<file path="src/rtl/treasure_reporter.sv">
// Persistence-filters the per-frame treasure code and reports each committed change
// to the Arduino over a 4-phase REQ/ACK handshake with a per-phase timeout.
module treasure_reporter #(
    parameter int STABLE_FRAMES  = 3,
    parameter int TIMEOUT_CYCLES = 2500000,
    parameter int TO_W           = 22
) (
    input  logic       CLK,
    input  logic       RESET,
    input  logic       FRAME_VALID,
    input  logic [2:0] TREASURE_IN,
    input  logic       ACK,
    output logic [2:0] TREASURE_OUT,
    output logic       REQ,
    output logic [2:0] STABLE_CODE,
    output logic       BUSY,
    output logic       TIMEOUT_ERR
);

    // Handshake: REQ rises with TREASURE_OUT already stable; the Arduino raises ACK,
    // REQ then falls, the Arduino drops ACK, and only then is the transaction complete.
    typedef enum logic [1:0] {IDLE, REQ_HI, REQ_LO} state_t;

    localparam logic [3:0]      SF      = 4'(STABLE_FRAMES);
    localparam logic [TO_W-1:0] TO_LAST = TO_W'(TIMEOUT_CYCLES - 1);
    localparam logic [TO_W-1:0] TO_ONE  = TO_W'(1);

    state_t          state_q, state_d;
    logic [2:0]      cand_q, cand_d;
    logic [3:0]      count_q, count_d;
    logic [2:0]      stable_q, stable_d;
    logic            pending_q, pending_d;
    logic            ack_meta_q, ack_meta_d;
    logic            ack_s_q, ack_s_d;
    logic [TO_W-1:0] timer_q, timer_d;
    logic [2:0]      tout_q, tout_d;
    logic            req_q, req_d;
    logic            err_q, err_d;
    logic            same;
    logic            commit;

    always_comb begin
        ack_meta_d = ACK;
        ack_s_d    = ack_meta_q;

        cand_d   = cand_q;
        count_d  = count_q;
        stable_d = stable_q;
        same     = (TREASURE_IN == cand_q);
        commit   = 1'b0;
        if (FRAME_VALID) begin
            if (same) begin
                count_d = (count_q >= SF) ? SF : count_q + 4'd1;
            end else begin
                cand_d  = TREASURE_IN;
                count_d = 4'd1;
            end
            // Saturation stops a held code from re-committing every frame.
            commit = (count_d == SF) && ((count_q < SF) || !same)
                     && (TREASURE_IN != stable_q);
        end
        if (commit) stable_d = TREASURE_IN;

        state_d   = state_q;
        req_d     = req_q;
        tout_d    = tout_q;
        timer_d   = timer_q;
        pending_d = pending_q;
        err_d     = 1'b0;
        case (state_q)
            IDLE: begin
                if (pending_q && !ack_s_q) begin
                    tout_d    = stable_q;
                    pending_d = 1'b0;
                    req_d     = 1'b1;
                    timer_d   = '0;
                    state_d   = REQ_HI;
                end
            end
            REQ_HI: begin
                if (ack_s_q) begin
                    req_d   = 1'b0;
                    timer_d = '0;
                    state_d = REQ_LO;
                end else if (timer_q == TO_LAST) begin
                    err_d     = 1'b1;
                    req_d     = 1'b0;
                    pending_d = 1'b1;
                    state_d   = IDLE;
                end else begin
                    timer_d = timer_q + TO_ONE;
                end
            end
            REQ_LO: begin
                if (!ack_s_q) begin
                    state_d = IDLE;
                end else if (timer_q == TO_LAST) begin
                    err_d   = 1'b1;
                    req_d   = 1'b0;
                    state_d = IDLE;
                end else begin
                    timer_d = timer_q + TO_ONE;
                end
            end
            default: begin
                req_d   = 1'b0;
                state_d = IDLE;
            end
        endcase
        // A commit landing on the launch edge must not be lost.
        if (commit) pending_d = 1'b1;
    end

    always_ff @(posedge CLK) begin
        if (!RESET) begin
            state_q    <= IDLE;
            cand_q     <= 3'b000;
            count_q    <= 4'd0;
            stable_q   <= 3'b000;
            pending_q  <= 1'b0;
            ack_meta_q <= 1'b0;
            ack_s_q    <= 1'b0;
            timer_q    <= '0;
            tout_q     <= 3'b000;
            req_q      <= 1'b0;
            err_q      <= 1'b0;
        end else begin
            state_q    <= state_d;
            cand_q     <= cand_d;
            count_q    <= count_d;
            stable_q   <= stable_d;
            pending_q  <= pending_d;
            ack_meta_q <= ack_meta_d;
            ack_s_q    <= ack_s_d;
            timer_q    <= timer_d;
            tout_q     <= tout_d;
            req_q      <= req_d;
            err_q      <= err_d;
        end
    end

    assign TREASURE_OUT = tout_q;
    assign REQ          = req_q;
    assign STABLE_CODE  = stable_q;
    assign BUSY         = (state_q != IDLE);
    assign TIMEOUT_ERR  = err_q;

endmodule
</file>
<file path="config.mk">
export PLATFORM = sky130hd
export DESIGN_NAME = treasure_reporter
export DESIGN_NICKNAME = d
export VERILOG_FILES = /design/src/rtl/treasure_reporter.sv
export SDC_FILE = /design/constraint.sdc
export NUM_CORES = 1
export LEC_CHECK = 0
export BUFFER_PORTS_ARGS = -buffer_cell sky130_fd_sc_hd__buf_2
export CORE_UTILIZATION = 41
export DETAILED_ROUTE_END_ITERATION = 8
export MAX_ROUTING_LAYER = met4
export SLEW_MARGIN = 20
export SYNTH_ARGS = -nofsm -noshare
export SYNTH_HDL_FRONTEND = slang
export SYNTH_SLANG_ARGS = --single-unit
</file>
<file path="constraint.sdc">
create_clock -name CLK -period 4.76 [get_ports CLK]
set_input_delay 0.476 -clock CLK [delete_from_list [all_inputs] [get_ports CLK]]
set_output_delay 0.476 -clock CLK [all_outputs]
set_load 0.1 [all_outputs]
</file>
==> results by group <==
Status
  – Status: finished, final reports clean

Logic synthesis
  – Top_reg_cell synth: dfxtp_1
  – Post-synth EDFFs: 0
  – Area leader, netlist: dfxtp_1
  – #FFs+latches synth: 42
  – Post-synth ARST share: 0%
  – Top post-synthesis cells by area: dfxtp_1, xor2_1, nand2_1
  – Sequential share of the synthesized area: 38.2%
  – Cell with the most instances after synthesis: dfxtp_1
  – Synth top area share: 38.2%
  – Synth Warn #: 0
  – Post-synthesis cell area: 2200 µm²
  – Syn Nets: 267
  – Top cells by count, synth: dfxtp_1, nand2_1, nor2_1
  – Post-Synthesis Cells: 254
  – Synth unique cells: 47
  – Syn_area_per_cell: 8.67 µm²

Detailed routing
  – Initial DRC Count: 92
  – DR vias/cell: 5.52
  – Routed WL: 4300 µm
  – DRT Pass-1 Iters: 4
  – Routed len/inst: 12.8 µm
  – Via count: 1855
  – Routed Antenna Nets: 0
  – DRC violations left: 0

Floorplan
  – Die height: 75.3 µm
  – Row count: 26
  – Die width: 75.3 µm
  – Core Region: 5140 µm²
  – Initial core utilization: 42.8%
  – Die Area: 5670 µm²
  – I/O Pins: 16

Worst setup path
  – Setup Crit Path Kind: reg2reg
  – Critical Path RT: 4.99 ns
  – CP Buf/Inv Count: 1
  – Crit path max fanout: 17
  – Crit end category: register
  – Startpoint types: register
  – Crit path DAT: 2.66 ns
  – Max incr delay on CP: 0.53 ns
  – Critical-path top delay cell: or4_1
  – CP top delay family: compound AO/OA/AOI/OAI gates
  – Worst-path cell chain: inv_1 > ha_1 > nor2b_2 > a211oi_4 > o21ai_2 > or4_1 > a21oi_1

Finish
  – Share of cells above drive strength 1: 12.0%
  – Storage cell area: 841 µm²
  – Layout fillers: 544
  – Final core occ: 46.8%
  – Synth-to-Final Area Change: 9.26%
  – Antenna fix cells: 0
  – Multi-input logic area: 1270 µm²
  – Non-Filler Instances: 336
  – Nets: 278

Timing
  – Slew Viols, Final: 0
  – Crit path time final: 2.43 ns
  – Relative slew slack: 56.0%
  – Least-Margin Pin Slew: 0.660 ns
  – FMAX: 412 MHz
  – Final setup violation count: 0
  – Fin Setup TNS: 0 ns
  – Layout Skew: 0.00791 ns
  – Fin. Hold Viols: 0
  – RSZ-0062 raised after global routing: false
  – Final period util: 51.0%

Clock tree
  – Clock Tree Buf Depth: 2
  – Root Buffer: clkbuf_8
  – Setup Buffers After CTS: 0
  – Cts hold-fix bufs: 0
  – TritonCTS Buffers: 5
  – Clock latency on the worst-skew pair: 0.30 ns
  – CTS tree: built
  – Clock transition at path regs: 0.09 ns
  – CTS resizes: 0
  – Clk sinks: 42
  – H-tree depth: 2

Placed design
  – Input/output buffers: 15
  – DP HPWL: 3160 µm
  – Global placement routability congestion: 0.822
  – Dpl cells: 328

Global routing
  – Global route overflow: 0
  – First-pass GRT wire length: 7290 µm
  – Largest net degree at the start of global routing: 27
  – All-Layer GR Usage: 17.2%
  – Initial antenna violation count: 0
  – Vias in the first global route: 1641

Power
  – Tot Pwr: 0.629 mW
  – Leakage: 0.892 nW
  – Worst vdd ir: 176 µV
  – PwrDens: 262 nW/µm²

Run
  – Total of max-cap violations: 0

Worst hold path
  – Hold crit path type: in2reg
-- cell families after synthesis --
group / share of synthesized area, %
compound gates: 16.9
xor+xnor: 5.57
fa+ha+maj: 3.41
buf+inv: 3.92
flops: 38.2
mux: 3.64
simple gates: 28.4
-- area by class of cell --
type / instances / area share, %
multi-input combinational: 193 / 53.0
sequential: 42 / 34.9
tap: 70 / 3.64
timing repair buffer: 16 / 3.43
clock buffer: 5 / 2.86
inverter: 7 / 1.09
clock inverter: 3 / 1.04
-- path summary, 6_finish.rpt --
check | from | end | slack (ns) | depth (start not counted)
worst max-delay path | state_q[0]$_SDFFE_PN0P_ | timer_q[18]$_SDFFE_PN0P_ | 2.33 | 7
worst min-delay path | ACK | ack_meta_q$_SDFF_PN0_ | 0.41 | 2
worst max register to register | state_q[0]$_SDFFE_PN0P_ | timer_q[18]$_SDFFE_PN0P_ | 2.33 | 7
worst min register to register | ack_meta_q$_SDFF_PN0_ | ack_s_q$_SDFF_PN0_ | 0.44 | 1
-- registers in the layout (all words and copies together) (netlist names), 2 cells and up --
| signal | cells |
|---|---|
| TREASURE_OUT | 3 |
| count_q | 4 |
| timer_q | 22 |
| cand_q | 3 |
| state_q | 2 |
| STABLE_CODE | 3 |
-- report_power, final --
| group | internal [mW] | total (mW) | leakage (nW) | switching (mW) |
|---|---|---|---|---|
| registers | 0.355 | 0.358 | 0.340 | 0.00326 |
| clock network | 0.106 | 0.239 | 0.0447 | 0.133 |
| logic | 0.0128 | 0.0327 | 0.507 | 0.0200 |
-- placed cells by master (no fill, tap or decap), drive strengths merged, types with 8 or more instances in the layout --
master / count
or3: 8
mux2i: 8
nor2: 20
buf: 16
inv: 8
dfxtp: 42
nand2: 24
o21ai: 11
nand3: 15
a21oi: 14
xor2: 11
-- routing by layer --
metal | wire length (µm) | vias up | GRT usage, % | share of wire (%)
li1 | - | 945 | - | -
met1 | 2120 | 867 | 22.7 | 49
met2 | 1980 | 39 | 26.8 | 46
met3 | 168 | 4 | 3.75 | 3.9
met4 | 31 | 0 | 3.91 | 0.72
met5 | 0 | - | - | 0
-- through the flow --
step | instance area [µm²] | hold slack [ns] | setup slack [ns]
3_5_place_dp | 2310 | 0.423 | 2.36
5_1_grt | 2410 | 0.400 | 2.17
3_3_place_gp | 2310 | 0.413 | 2.38
4_1_cts | 2410 | 0.403 | 2.32
2_1_floorplan | 2200 | 0.412 | 2.59
6_report | 2410 | 0.414 | 2.33
Note: power is estimated with default switching activity, not from simulation.
